File: src/rtl/bin2bcd_conv.sv
// Iterative double-dabble binary-to-BCD converter, one bit per clock.
// Optional overflow saturation to 9999_9999 is enabled by defining BIN2BCD_SAT_EN.
module bin2bcd_conv #(
  parameter int BIN_W = 27
) (
  input  logic             sys_clk,
  input  logic             rst_n,
  input  logic             start,
  input  logic [BIN_W-1:0] bin_in,
  output logic             busy,
  output logic             done,
  output logic             ovf,
  output logic [31:0]      bcd_out
);

  localparam int CNT_W = (BIN_W < 2) ? 1 : $clog2(BIN_W);
  localparam int WIDE_W = 36 + BIN_W;

  typedef enum logic [1:0] {IDLE, SHIFT, DONE} state_t;

  state_t           state_reg;
  logic [BIN_W-1:0] sh_reg;
  logic [35:0]      acc_reg;
  logic [CNT_W-1:0] cnt_reg;

  logic [35:0]       adj;
  logic [WIDE_W-1:0] wide_next;
  logic [35:0]       acc_next;
  logic [BIN_W-1:0]  sh_next;
  logic              ovf_next;
  logic [31:0]       bcd_next;

  // Add-3 correction on every digit before the shift.
  generate
    for (genvar gi = 0; gi < 9; gi++) begin : g_adj
      assign adj[gi*4 +: 4] = (acc_reg[gi*4 +: 4] >= 4'd5) ?
                              (acc_reg[gi*4 +: 4] + 4'd3) : acc_reg[gi*4 +: 4];
    end
  endgenerate

  assign wide_next = {adj, sh_reg} << 1;
  assign acc_next  = wide_next[WIDE_W-1:BIN_W];
  assign sh_next   = wide_next[BIN_W-1:0];
  assign ovf_next  = |acc_next[35:32];

`ifdef BIN2BCD_SAT_EN
  assign bcd_next = ovf_next ? 32'h9999_9999 : acc_next[31:0];
`else
  assign bcd_next = acc_next[31:0];
`endif

  always_ff @(posedge sys_clk or negedge rst_n) begin
    if (!rst_n) begin
      state_reg <= IDLE;
      sh_reg    <= '0;
      acc_reg   <= '0;
      cnt_reg   <= '0;
      busy      <= 1'b0;
      done      <= 1'b0;
      ovf       <= 1'b0;
      bcd_out   <= 32'h0000_0000;
    end else begin
      case (state_reg)
        IDLE: begin
          done <= 1'b0;
          if (start) begin
            sh_reg    <= bin_in;
            acc_reg   <= '0;
            cnt_reg   <= '0;
            busy      <= 1'b1;
            state_reg <= SHIFT;
          end
        end
        SHIFT: begin
          sh_reg  <= sh_next;
          acc_reg <= acc_next;
          cnt_reg <= cnt_reg + 1'b1;
          if (cnt_reg == CNT_W'(BIN_W - 1)) begin
            bcd_out   <= bcd_next;
            ovf       <= ovf_next;
            done      <= 1'b1;
            state_reg <= DONE;
          end
        end
        DONE: begin
          // start is deliberately not looked at here.
          done      <= 1'b0;
          busy      <= 1'b0;
          state_reg <= IDLE;
        end
        default: begin
          done      <= 1'b0;
          busy      <= 1'b0;
          state_reg <= IDLE;
        end
      endcase
    end
  end

endmodule

File: config.mk
export PLATFORM = sky130hd
export DESIGN_NAME = bin2bcd_conv
export DESIGN_NICKNAME = d
export VERILOG_FILES = /design/src/rtl/bin2bcd_conv.sv
export SDC_FILE = /design/constraint.sdc
export NUM_CORES = 1
export LEC_CHECK = 0
export CAP_MARGIN = 30
export CORE_MARGIN = 3
export CORE_UTILIZATION = 45
export DETAILED_ROUTE_END_ITERATION = 8
export DONT_BUFFER_PORTS = 1
export PLACE_DENSITY = 0.6
export SYNTH_ARGS = -nofsm -noshare
export SYNTH_HDL_FRONTEND = slang
export SYNTH_SLANG_ARGS = --single-unit
export TNS_END_PERCENT = 30
File: constraint.sdc
create_clock -name sys_clk -period 1.9 [get_ports sys_clk]
set_input_delay 0.38 -clock sys_clk [delete_from_list [all_inputs] [get_ports sys_clk]]
set_output_delay 0.38 -clock sys_clk [all_outputs]
set_load 0.03 [all_outputs]
==> impl.org <==
** Detailed routing
- The first detailed-routing pass took 4 iterations.
- Wire per inst :: 15.7 um
- In the routed layout, each cell is associated on average with a via count of 5.49.
- After detailed routing, the total wire length is 10300 um.
- Post-route antenna net violation count :: 0
- In the routed design, unresolved DRC markers number 0.
- Number of vias in the routed layout :: 3584
- In this run, the number of DRC markers left after iteration 0 of detailed routing was 199.

** Timing
- In this run the tightest slew margin relative to its limit is 0.744.
- In the final timing run, aggregate negative setup slack is 0 ps.
- Setup repair after global routing left no endpoint under its margin.
- The number of max-slew violations in the final report was 0.
- Setup violations remaining at the end of the flow were counted as 0.
- Final Hold Violating Endpoints :: 105
- Hold slack final :: -272 ps
- Minimum clock period after layout :: 1700 ps
- Transition time of the tightest slew-check pin :: 380 ps
- Dividing the final minimum period by the clock period gives 0.897.
- For this run, the top clock speed supported by timing is 587 MHz.
- Clock Skews :: 6.06 ps

** Synthesis
- Yosys warning total :: 0
- Area of the mapped netlist :: 0.00508 mm^2
- Dominant combinational cell family by area after synthesis :: compound AO/OA/AOI/OAI gates
- When the netlist entered floorplanning its net count stood at 563.
- Area share of fa/ha/maj cells after synthesis :: 0.0493
- Syn_area_per_cell :: 9.90 um^2
- Of the total synthesized cell area, the portion taken by AND, OR, NAND and NOR gates is 0.137.
- Number of distinct standard cells referenced by the synthesized netlist :: 31
- XOR/XNOR Fraction of Synth Area :: 0.0207
- Area fraction in compound gates after synthesis :: 0.195
- Synthesized instance count :: 513
- The share of the Yosys chip area taken by registers is 0.517.
- Of the post-synthesis cell area, the part taken by muxes is 0.0375.
- FF+latch count, synth :: 105

** Global routing
- Largest net degree at the start of global routing :: 106
- Across every metal layer, demand over resource in global routing totals 0.167.
- The first global-routing pass estimated 17000 um of wire.
- The number of global-route vias before repair came to 3450.
- Total gr overflow :: 0
- The initial antenna violation count came to 0.

** Placed design
- Buffers on Ports :: 0
- After detailed placement, the design holds a cell count of 637.
- The wire-length estimate of the detail-placed layout is 6620 um.
- Routability-driven placement finished with a final weighted congestion of 0.790.

** CTS
- CTS saw 105 sinks.
- Clock tree synthesis inserted a total of 9 buffers.
- The longest clock path from root to sink contains 2 buffers.
- H-tree levels :: 3
- The cell sitting at the root of the clock tree is a sky130_fd_sc_hd__clkbuf_16.
- Post-CTS setup-driven buffer insertion count :: 0
- Clk slew on worst S/H paths :: 70 ps
- For the worst-skew pair, the clock arrives at the later sink with an insertion delay of 350 ps.
- TritonCTS clock tree :: yes

** Power and ir drop
- IR analysis of the VDD net gives a maximum drop of 0.776 mV.
- For this design the static power due to leakage is 2.42 nW.
- Pwr per Cell Area :: 1870 mW/mm^2

** Min path
- Classification of the worst-slack hold path :: input pin to async pin

** Critical path
- Crit path arrival time :: 1940 ps
- Category of the most critical setup path :: flip-flop to flip-flop
- Kind of start point of the critical path :: flip-flop
- In this run the worst path has a maximum fanout of 21.
- STA classifies the critical path endpoint as a flip-flop.
- Data on the critical path is required at its endpoint by 2130 ps.

** Floorplan
- The floorplan step defined a die boundary enclosing 0.0126 mm^2.
- During I/O placement, the number of pins put on the boundary was 65.
- The region available for standard cell placement spans 0.0109 mm^2.
- Initial core utilization :: 0.464
- The die is 112 um wide.
- From bottom edge to top edge, the die measures 112 um.
- Row generation in the floorplan step produced 38 rows.

** Run status
- Status :: finished with violations
- Violated checks :: negative hold slack

** Final layout
- At the end of the flow, the number of nets in the layout was 558.
- Area growth syn-to-layout :: 9.81%
- Fill count :: 977
- The number of antenna diodes in the final layout is 0.
- Commonest cells after routing, fill and taps aside :: 105 x sky130_fd_sc_hd__dfrtp_1, 83 x sky130_fd_sc_hd__o21ai_0, 55 x sky130_fd_sc_hd__nand2_1
- Layout cell share with drive strength beyond 1 :: 0.109
- Most common cell after layout, fill and taps aside :: sky130_fd_sc_hd__dfrtp_1
- Max reg flops :: 36
- Number of cells in the finished layout apart from fillers :: 653

** Job
- The tool flagged a number of max-cap violations equal to 0.
## synthesized netlist by cell type
cell | number | area [um^2]
sky130_fd_sc_hd__a22oi_1 | 25 | 188
sky130_fd_sc_hd__nor3b_1 | 8 | 60.1
sky130_fd_sc_hd__a31oi_1 | 9 | 56.3
sky130_fd_sc_hd__nor2_1 | 16 | 60.1
sky130_fd_sc_hd__nand2_4 | 1 | 11.3
sky130_fd_sc_hd__or3b_2 | 8 | 70.1
sky130_fd_sc_hd__xnor2_1 | 11 | 96.3
sky130_fd_sc_hd__o21ai_1 | 5 | 25.0
sky130_fd_sc_hd__nand2_1 | 55 | 206
sky130_fd_sc_hd__nand4_1 | 1 | 6.26
sky130_fd_sc_hd__mux2i_1 | 1 | 10.0
sky130_fd_sc_hd__nor2b_1 | 24 | 150
sky130_fd_sc_hd__buf_6 | 2 | 22.5
sky130_fd_sc_hd__inv_1 | 21 | 78.8
sky130_fd_sc_hd__and4b_1 | 1 | 10.0
sky130_fd_sc_hd__o21bai_1 | 1 | 7.51
sky130_fd_sc_hd__buf_1 | 1 | 3.75
sky130_fd_sc_hd__buf_2 | 11 | 55.1
sky130_fd_sc_hd__nand2b_1 | 12 | 75.1
sky130_fd_sc_hd__dfrtp_1 | 105 | 2630
sky130_fd_sc_hd__mux2_2 | 16 | 180
sky130_fd_sc_hd__ha_1 | 20 | 250
sky130_fd_sc_hd__a21oi_1 | 38 | 190
sky130_fd_sc_hd__o21ai_0 | 83 | 415
sky130_fd_sc_hd__inv_4 | 1 | 6.26
sky130_fd_sc_hd__a2111oi_0 | 1 | 8.76
sky130_fd_sc_hd__a22o_1 | 10 | 87.6
sky130_fd_sc_hd__o22ai_1 | 2 | 12.5
sky130_fd_sc_hd__xor2_1 | 1 | 8.76
sky130_fd_sc_hd__nor3_1 | 9 | 45.0
sky130_fd_sc_hd__clkbuf_1 | 14 | 52.6
## critical path, stage by stage (launching register included)
cell and delay [ps]:
sky130_fd_sc_hd__dfrtp_1 420, sky130_fd_sc_hd__inv_1 70, sky130_fd_sc_hd__ha_1 140, sky130_fd_sc_hd__and4b_1 290
sky130_fd_sc_hd__nand2_4 80, sky130_fd_sc_hd__inv_4 210, sky130_fd_sc_hd__mux2_2 370
## through the flow
stage / power (mW) / worst slack [ps] / area [um^2] / utilization / hold slack (ps)
after floorplan: 7.51 / 391 / 5080 / - / 84.4
after global placement: 8.34 / 214 / 5250 / 0.480 / 90.4
after detailed placement: 8.50 / 121 / 5250 / 0.480 / 91.0
after CTS: 10.5 / 98.8 / 5570 / 0.509 / -285
after global routing: 11.3 / 28.7 / 5580 / 0.510 / -295
final: 10.4 / 195 / 5580 / 0.510 / -272
## power breakdown
part	switching [mW]	internal, mW
clock network	0.809	1.19
registers	1.50	3.23
logic	1.96	1.72
## worst paths after layout
kind | slack [ps] | to | startpoint | cells after the start
setup reg to reg | 200 | bcd_out[9] | cnt_reg[0] | 6
max in group asynchronous | 1990 | cnt_reg[3] | rst_n | 0
min in group sys_clk | 180 | sh_reg[0] | bin_in[0] | 1
hold / removal | -270 | acc_reg[29] | rst_n | 0
hold reg to reg | 480 | acc_reg[33] | acc_reg[33] | 2
setup / recovery | 200 | bcd_out[9] | cnt_reg[0] | 6
## final cells by class
| cell class | count | area, um^2 | share of cell area |
|---|---|---|---|
| tap | 140 | 175 | 0.0314 |
| sequential | 105 | 2630 | 0.471 |
| inverter | 22 | 85.1 | 0.0153 |
| multi-input combinational | 358 | 2250 | 0.404 |
| clock buffer | 11 | 243 | 0.0435 |
| clock inverter | 5 | 78.8 | 0.0141 |
| timing repair buffer | 12 | 115 | 0.0206 |
## cells by family (layout without fill, tap and decap cells)
family	count (synthesis)	count (layout)
and+or+nand+nor	135	135
muxes	17	17
xor gates and xnor gates	12	12
buffers and inverters	50	50
adders and majority gates	20	20
DFF	105	105
AOI/OAI and AO/OA	174	174
## routing by layer
layer	track usage	vias up	share of wire
li1	-	1787	-
met1	0.220	1704	0.47
met2	0.257	77	0.46
met3	0.0426	16	0.053
met4	0.0809	0	0.025
met5	0	-	0
## repair_timing
item	in CTS	in global routing
resized for setup	0	2
setup endpoints to repair	0	1
hold endpoints to repair	105	105
No activity file was read; power rests on OpenSTA's default activity.
